`src/rtl/sw_pe_affine_max.sv`:
```
// Smith-Waterman processing element: one query base per PE, affine gap scoring,
// saturating signed arithmetic and a chained best-cell tracker down the array.
module sw_pe_affine_max #(
   parameter int SCORE_W  = 10,
   parameter int CHAR_W   = 2,
   parameter int POS_W    = 12,
   parameter int MATCH    = 2,
   parameter int MISMATCH = 1,
   parameter int GAP_OPEN = 2,
   parameter int GAP_EXT  = 1
) (
   input  logic                      clk,
   input  logic                      rst,
   input  logic                      store_S,
   input  logic [CHAR_W-1:0]         S_in,
   input  logic [POS_W-1:0]          pe_idx,
   input  logic                      valid_in,
   input  logic                      last_in,
   input  logic signed [SCORE_W-1:0] V_in,
   input  logic signed [SCORE_W-1:0] F_in,
   input  logic [CHAR_W-1:0]         T_in,
   input  logic signed [SCORE_W-1:0] max_in,
   input  logic [POS_W-1:0]          row_in,
   input  logic [POS_W-1:0]          col_in,
   output logic                      valid_out,
   output logic                      last_out,
   output logic signed [SCORE_W-1:0] V_out,
   output logic signed [SCORE_W-1:0] F_out,
   output logic [CHAR_W-1:0]         T_out,
   output logic signed [SCORE_W-1:0] max_out,
   output logic [POS_W-1:0]          row_out,
   output logic [POS_W-1:0]          col_out
);

   // Two guard bits are enough to hold any sum/difference before saturation.
   localparam int EW = SCORE_W + 2;

   localparam logic signed [SCORE_W-1:0] S_MIN = {1'b1, {(SCORE_W-1){1'b0}}};
   localparam logic signed [SCORE_W-1:0] S_MAX = {1'b0, {(SCORE_W-1){1'b1}}};
   localparam logic signed [EW-1:0]      X_MIN = {2'b11, S_MIN};
   localparam logic signed [EW-1:0]      X_MAX = {2'b00, S_MAX};
   localparam logic signed [EW-1:0]      X_ZERO     = '0;
   localparam logic signed [EW-1:0]      X_MATCH    = EW'(MATCH);
   localparam logic signed [EW-1:0]      X_MISMATCH = EW'(MISMATCH);
   localparam logic signed [EW-1:0]      X_GAP_OPEN = EW'(GAP_OPEN);
   localparam logic signed [EW-1:0]      X_GAP_EXT  = EW'(GAP_EXT);

   function automatic logic signed [EW-1:0] sx(input logic signed [SCORE_W-1:0] v);
      return {{2{v[SCORE_W-1]}}, v};
   endfunction

   function automatic logic signed [SCORE_W-1:0] sat(input logic signed [EW-1:0] x);
      logic signed [SCORE_W-1:0] r;
      if (x > X_MAX)
         r = S_MAX;
      else if (x < X_MIN)
         r = S_MIN;
      else
         r = x[SCORE_W-1:0];
      return r;
   endfunction

   function automatic logic signed [EW-1:0] max2(input logic signed [EW-1:0] a,
                                                 input logic signed [EW-1:0] b);
      return (a > b) ? a : b;
   endfunction

   logic [CHAR_W-1:0]         s_q;
   logic signed [SCORE_W-1:0] hdiag_q;
   logic signed [SCORE_W-1:0] hleft_q;
   logic signed [SCORE_W-1:0] e_q;
   logic [POS_W-1:0]          col_q;
   logic signed [SCORE_W-1:0] best_q;
   logic [POS_W-1:0]          bcol_q;

   logic signed [EW-1:0]      sub_score;
   logic signed [EW-1:0]      h_cand;
   logic signed [SCORE_W-1:0] e_new;
   logic signed [SCORE_W-1:0] f_new;
   logic signed [SCORE_W-1:0] h_new;
   logic signed [SCORE_W-1:0] best_nxt;
   logic [POS_W-1:0]          bcol_nxt;
   logic                      own_wins;

   always_comb begin
      sub_score = (s_q == T_in) ? X_MATCH : -X_MISMATCH;
      e_new     = sat(max2(sx(hleft_q) - X_GAP_OPEN, sx(e_q) - X_GAP_EXT));
      f_new     = sat(max2(sx(V_in) - X_GAP_OPEN, sx(F_in) - X_GAP_EXT));
      h_cand    = max2(max2(X_ZERO, sx(hdiag_q) + sub_score), max2(sx(e_new), sx(f_new)));
      h_new     = sat(h_cand);
      best_nxt  = best_q;
      bcol_nxt  = bcol_q;
      // Strict compare keeps the earliest column on ties.
      if (h_new > best_q) begin
         best_nxt = h_new;
         bcol_nxt = col_q;
      end
      // Strict compare lets the upstream row win ties in the chain.
      own_wins = best_nxt > max_in;
   end

   always_ff @(posedge clk or posedge rst) begin
      if (rst) begin
         s_q       <= '0;
         hdiag_q   <= '0;
         hleft_q   <= '0;
         e_q       <= S_MIN;
         col_q     <= '0;
         best_q    <= '0;
         bcol_q    <= '0;
         valid_out <= 1'b0;
         last_out  <= 1'b0;
         V_out     <= '0;
         F_out     <= '0;
         T_out     <= '0;
         max_out   <= '0;
         row_out   <= '0;
         col_out   <= '0;
      end else begin
         valid_out <= 1'b0;
         last_out  <= 1'b0;
         if (store_S) begin
            s_q     <= S_in;
            hdiag_q <= '0;
            hleft_q <= '0;
            e_q     <= S_MIN;
            col_q   <= '0;
            best_q  <= '0;
            bcol_q  <= '0;
         end else if (valid_in) begin
            valid_out <= 1'b1;
            last_out  <= last_in;
            V_out     <= h_new;
            F_out     <= f_new;
            T_out     <= T_in;
            e_q       <= e_new;
            hleft_q   <= h_new;
            hdiag_q   <= V_in;
            col_q     <= col_q + 1'b1;
            best_q    <= best_nxt;
            bcol_q    <= bcol_nxt;
            if (last_in) begin
               if (own_wins) begin
                  max_out <= best_nxt;
                  row_out <= pe_idx;
                  col_out <= bcol_nxt;
               end else begin
                  max_out <= max_in;
                  row_out <= row_in;
                  col_out <= col_in;
               end
            end
         end
      end
   end

endmodule
```
`config.mk`:
```
export PLATFORM = sky130hd
export DESIGN_NAME = sw_pe_affine_max
export DESIGN_NICKNAME = d
export VERILOG_FILES = /design/src/rtl/sw_pe_affine_max.sv
export SDC_FILE = /design/constraint.sdc
export NUM_CORES = 1
export LEC_CHECK = 0
export ABC_AREA = 1
export CORE_ASPECT_RATIO = 1.25
export CORE_UTILIZATION = 40
export CTS_CLUSTER_DIAMETER = 200
export DETAILED_ROUTE_END_ITERATION = 10
export PLACE_DENSITY = 0.71
export SYNTH_ARGS = -nofsm -noshare
export SYNTH_HDL_FRONTEND = slang
export SYNTH_SLANG_ARGS = --single-unit
```
`constraint.sdc`:
```
create_clock -name clk -period 11.9 [get_ports clk]
set_input_delay 1.785 -clock clk [delete_from_list [all_inputs] [get_ports clk]]
set_output_delay 1.785 -clock clk [all_outputs]
set_load 0.05 [all_outputs]
```
==> Yosys cells after proc, flatten, opt, wreduce, memory -nomap -nowiden <==
Index checks and enable logic that the tools add are counted.
{ "totals": {"wordCells": 72, "output_inout_bits": 58, "regBits": 124} }
{ "op_classes": {"reduce_logical": 3, "addsub": 6, "n_eq_ne": 1, "muxes": 33, "magnitude_cmp": 13, "n_bitwise": 1} }
{ "ops": {"columns": ["cell", "n"], "rows": [
  ["$mux W10", 16],
  ["$mux W12", 13],
  ["$gt A12 B10 Y1 const B", 3],
  ["$lt A12 B10 Y1 const B", 3],
  ["$gt A10 B10 Y1", 3],
  ["$gt A11 B11 Y1", 2],
  ["$sub A10 B2 Y11 const B", 2],
  ["$sub A10 B3 Y11 const B", 2],
  ["$add A10 B12 Y12", 1],
  ["$add A12 B1 Y12 const B", 1],
  ["$gt A1 B12 Y1 const A", 1],
  ["$gt A12 B12 Y1", 1],
  ["$mux W1", 4],
  ["$reduce_and A3 Y1", 1],
  ["$eq A2 B2 Y1", 1],
  ["$reduce_and A2 Y1", 1],
  ["$reduce_bool A2 Y1", 1],
  ["$not A1 Y1", 1]
]} }

==> Depth between registers and ports, before layout <==
{ "logic_depth": {"depth_word": 17, "mapped_depth": 74} }

==> Least setup slack after synthesis <==
OpenSTA, ideal clock, no wires.
{ "synth_timing": {"path_type": "input to register", "from": "in V_in[1]", "to": "reg col_out[0]", "arrival_time_ns": 11.421, "setup_time_ns": 0.124, "path_slack_ns": 0.355, "cell_stages": 68, "required_time_ns": 11.776, "path_cell_list": "inv_2 > ha_1 > nand2_1 > nor2_1 > nand3_1 > nor2_1 > xor2_1 > inv_1 > ha_1 > a21oi_1 > nor2_1 > a211oi_1 > nand3_2 > nand3_4 > clkbuf_1 > o21ai_0 > o21ai_0 > inv_1 > [32 not listed] > xnor2_1 > nand2_1 > dlygate4sd3_1 > nand2_1 > nand2_2 > ha_1 > nand2_1 > nor2_1 > o211ai_1 > o2111ai_1 > xnor2_1 > nand2_1 > inv_1 > clkbuf_1 > buf_1 > nand2_1 > o211ai_1 > nand2_1"} }
{ "synth_via": {"elab_chain_len": 17, "elab_cells_between_ends": 20, "cone_classes": "1 x add/sub; 9 x order compare; 10 x mux"} }
{ "synth_lines": {"columns": ["element", "line", "text"], "rows": [
  ["start, declared", "19", "input logic signed [SCORE_W-1:0] V_in,"],
  ["$sub A10 B3 Y11 *", "88", "f_new = sat(max2(sx(V_in) - X_GAP_OPEN, sx(F_in) - X_GAP_EXT));"],
  ["$gt A11 B11 Y1", "65", "return (a > b) ? a : b;"],
  ["$mux W12 *", "65", null],
  ["$lt A12 B10 Y1", "56", "else if (x < X_MIN)"],
  ["$mux W10", "56", null],
  ["$mux W10 *", "54", "if (x > X_MAX)"],
  ["$gt A10 B10 Y1", "65", null],
  ["$mux W12 *", "65", null],
  ["[2 not listed]", null, null],
  ["$lt A12 B10 Y1", "56", null],
  ["$mux W10", "56", null],
  ["$mux W10 *", "54", null],
  ["named net h_new[1]", "80", "logic signed [SCORE_W-1:0] h_new;"],
  ["$gt A10 B10 Y1", "94", "if (h_new > best_q) begin"],
  ["$mux W10", "94", null],
  ["$gt A10 B10 Y1", "99", "own_wins = best_nxt > max_in;"],
  ["$mux W12 *", "143", "if (own_wins) begin"],
  ["end signal, assigned", "146", "col_out <= bcol_nxt;"],
  ["end signal, assigned", "150", "col_out <= col_in;"],
  ["end, declared", "32", "output logic [POS_W-1:0] col_out"]
]} }
The timed path passes the listed nets; every way through them passes the cells marked *.
A chain may end at the register's enable or synchronous reset.

==> Final worst setup path <==
{ "layout_timing": {"from": "in V_in[1]", "to": "reg row_out[0]"} }
{ "layout_via": {"elab_chain_len": 17, "elab_cells_between_ends": 19, "cone_classes": "1 x add/sub; 9 x order compare; 9 x mux"} }
{ "layout_lines": {"columns": ["element", "line", "text"], "rows": [
  ["$sub A10 B3 Y11 *", "88", null],
  ["$gt A11 B11 Y1", "65", null],
  ["$mux W12 *", "65", null],
  ["$lt A12 B10 Y1", "56", null],
  ["$mux W10", "56", null],
  ["$mux W10 *", "54", null],
  ["$gt A10 B10 Y1", "65", null],
  ["$mux W12 *", "65", null],
  ["[2 not listed]", null, null],
  ["$lt A12 B10 Y1", "56", null],
  ["$mux W10", "56", null],
  ["$mux W10 *", "54", null],
  ["named net h_new[5]", "80", null],
  ["$gt A10 B10 Y1", "94", null],
  ["$mux W10 *", "94", null],
  ["$gt A10 B10 Y1 *", "99", null],
  ["$mux W12 *", "143", null],
  ["end signal, assigned", "145", "row_out <= pe_idx;"],
  ["end signal, assigned", "149", "row_out <= row_in;"],
  ["end, declared", "31", "output logic [POS_W-1:0] row_out,"]
]} }
Marks and branches as above.

==> impl_metrics.py <==
metrics = {
    "synth": {
        "synthCells": 1218,
        "synth_edf_count": 0,
        "ys_seq_elements": 124,
        "avgSynthCellArea_sq_um": 7.42,
        "synth_common_cells": "nand2_1 (318), inv_1 (155), dfrtp_1 (123), o21ai_0 (101), ha_1 (75)",
        "ys_seq_area_share_pct": 34.4,
        "yosysTopAreaCellShare_pct": 34.1,
        "yosys.area.top_type": "dfrtp_1",
        "synth_cell_types": 54,
        "synth-warning-count": 0,
        "yosysMostFrequentCell": "nand2_1",
        "synthArstFlopShare_pct": 100,
        "synth_nets": 1368,
        "synth_ff_type": "dfrtp_1",
        "synth_area_leaders": "dfrtp_1 (34%), nand2_1 (13%), ha_1 (10%)",
        "syn-cell-area_sq_um": 9030,
    },
    "clock_tree": {
        "hold_buffers": 0,
        "htreeDepth": 4,
        "clockBufferDepth": 2,
        "cts_tree": "done",
        "root_buffer": "clkbuf_16",
        "cts.sinks": 124,
        "numCtsBuffers": 17,
        "clk_pin_slew_worst_paths_ns": 0.07,
        "clk_latency_ns": 0.43,
    },
    "timing": {
        "finClkSkew_ns": 0.0127,
        "fin_crit_sh_pct": 95.5,
        "report.final.setup_viol": 0,
        "maxSlewViolCount": 0,
        "min_period_ns": 11.37,
        "slew_headroom_pct": 29.9,
        "max_freq_mhz": 88.0,
        "tightest_slew_ns": 1.05,
        "hold_viol": 0,
    },
    "min_path": {
        "hold_depth": 2,
        "hold_end": "col_out[3]$_DFFE_PP0P_",
        "min_from": "col_out[3]$_DFFE_PP0P_",
        "hp-class": "flop to flop",
    },
    "global_route": {
        "grt_pass1_vias": 8135,
        "grt_pass1_wl_mm": 39.0,
        "antenna_found_initial": 0,
        "grt_use_total_pct": 21.3,
        "grt_max_degree": 82,
        "overflow": 0,
    },
    "worst_setup_path": {
        "cp.arrival_ns": 11.71,
        "path_common_cell": "nand2_1",
        "rr_endpoint": "row_out[0]$_DFFE_PP0P_",
        "cp_num_buf_inv": 15,
        "reg2reg_slack_ns": 1.79,
        "crit_family": "simple AND/OR/NAND/NOR gates",
        "cpPeakStageDelay_ns": 0.41,
        "required_ns": 12.24,
        "rr_startpoint": "hleft_q[1]$_DFFE_PP0P_",
        "cp_max_fo": 21,
        "critPathKind": "input port to flop",
        "cp-end-kind": "flop",
        "cpMaxStageDelayCell": "clkdlybuf4s50_1",
        "startpoint_type": "input port",
        "r2r_cells": 66,
    },
    "floorplan": {
        "pin_count": 133,
        "die_area_sq_um": 23200,
        "chipHeight_um": 170,
        "die_w_um": 136,
        "start_util_pct": 40.7,
        "rows": 61,
        "fp.coreArea_sq_um": 22200,
    },
    "routing": {
        "postRouteAntennaNets": 0,
        "drcViolationCount": 0,
        "wl_per_cell_um": 15.0,
        "wirelength_mm": 24.7,
        "vias": 8538,
        "drtIter0Drc": 476,
        "dr.pass1.iters": 7,
        "drt-vias-per-instance": 5.16,
    },
    "placed_design": {
        "place_congestion": 0.940,
        "dp.cells": 1609,
        "dp_hpwl_mm": 18.1,
        "dpl_cell_area_sq_um": 10600,
        "place.port_buffers": 132,
    },
    "outcome": {
        "status": "finished, final reports clean",
    },
    "finish": {
        "drive_gt1_share_pct": 13.9,
        "layout.nets": 1508,
        "n_fill_cell": 2134,
        "syn_to_final_growth_pct": 27.6,
        "stdcell_count": 1654,
        "diodes": 0,
        "stdcell_area_sq_um": 11500,
    },
    "run": {
        "drv_cap": 0,
    },
}
## state kept, by name, summed over array words and instances (netlist names)
name	flops
valid_out	1
s_q	2
last_out	1
F_out	10
hdiag_q	10
bcol_q	12
col_out	12
T_out	2
max_out	10
hleft_q	10
col_q	12
best_q	10
row_out	12
e_q	10
V_out	10
## stage by stage
step                      hold slack (ns)  TNS (ns)  worst slack, ns  utilization, %
after floorplan                     0.428         0            0.355               -
after CTS                           0.480         0            0.279            50.5
after detailed placement            0.465    -0.796          -0.0870            47.9
after global routing                0.497     -9.02           -0.313            51.9
final                               0.482         0            0.534            51.9
after global placement              0.461         0            0.222            47.9
## cells by family (layout without fill, tap and decap cells)
family          Yosys count  after routing  synth area share (%)
compound gates          222            222                  13.8
xor+xnor                 26             26                  2.52
fa+ha+maj                75             75                  10.4
buf+inv                 203            355                  8.89
flops                   124            124                  34.4
other cells               1              1                0.0415
simple gates            567            568                  30.0
## cell type report
type                       count  area, sq um  area share (%)
clock buffer                  17          425            3.69
multi-input combinational    892         5270            45.7
sequential                   124         3100            26.9
timing repair inverter         1         7.51          0.0651
timing repair buffer         155         1570            13.6
inverter                     167          639            5.55
clock inverter                15          151            1.31
tap                          283          354            3.07
## worst max-delay path by stage
| stage | end | startpoint | cells after the start |
|---|---|---|---|
| final | row_out[0]$_DFFE_PP0P_ | V_in[1] | 63 |
| after global routing | col_out[11]$_DFFE_PP0P_ | V_in[1] | 67 |
| after CTS | col_out[5]$_DFFE_PP0P_ | V_in[2] | 67 |
| after detailed placement | col_out[5]$_DFFE_PP0P_ | V_in[2] | 68 |
| after global placement | col_out[5]$_DFFE_PP0P_ | V_in[2] | 68 |
| after floorplan | col_out[0]$_DFFE_PP0P_ | V_in[1] | 68 |
## worst register-to-register path: cells and delay by family (launching register included)
kind	cells	cell delay, ns
DFF	1	0.37
AOI/OAI and AO/OA	10	1.61
buffers and inverters	12	1.52
adders and majority gates	6	1.66
xor gates and xnor gates	2	0.39
and+or+nand+nor	36	4.47
## per-layer routing
layer / GRT usage [%] / vias to the layer above / part of all wire, %
li1: - / 4279 / -
met1: 26.8 / 4000 / 44
met2: 36.2 / 216 / 49
met3: 3.31 / 43 / 4.2
met4: 8.65 / 0 / 2.5
met5: 0 / - / 0
## placed cells by master, fill, tap and decap left out, drive strengths merged, types with 2 or more instances in the layout
master,n
nor2,81
a21oi,50
nand3,63
nor4,2
o21a,2
clkdlybuf4s50,131
or2,4
o21ai,121
nor3,14
a211oi,3
o22ai,21
ha,75
xnor2,9
o31ai,2
nand2,362
o211ai,16
buf,21
inv,173
dfrtp,123
o2111ai,2
nand4,28
clkinvlp,4
xor2,17
a31oi,2
and2,12
clkinv,5
clkbuf,19
## timing repair
item / CTS / global route
gates resized for setup: 0 / 50
buffers inserted: 0 / 8
setup endpoints to repair: 0 / 34
Power is not shown: default switching activity piles up to over one toggle a cycle in this logic, so the estimate is an artifact.
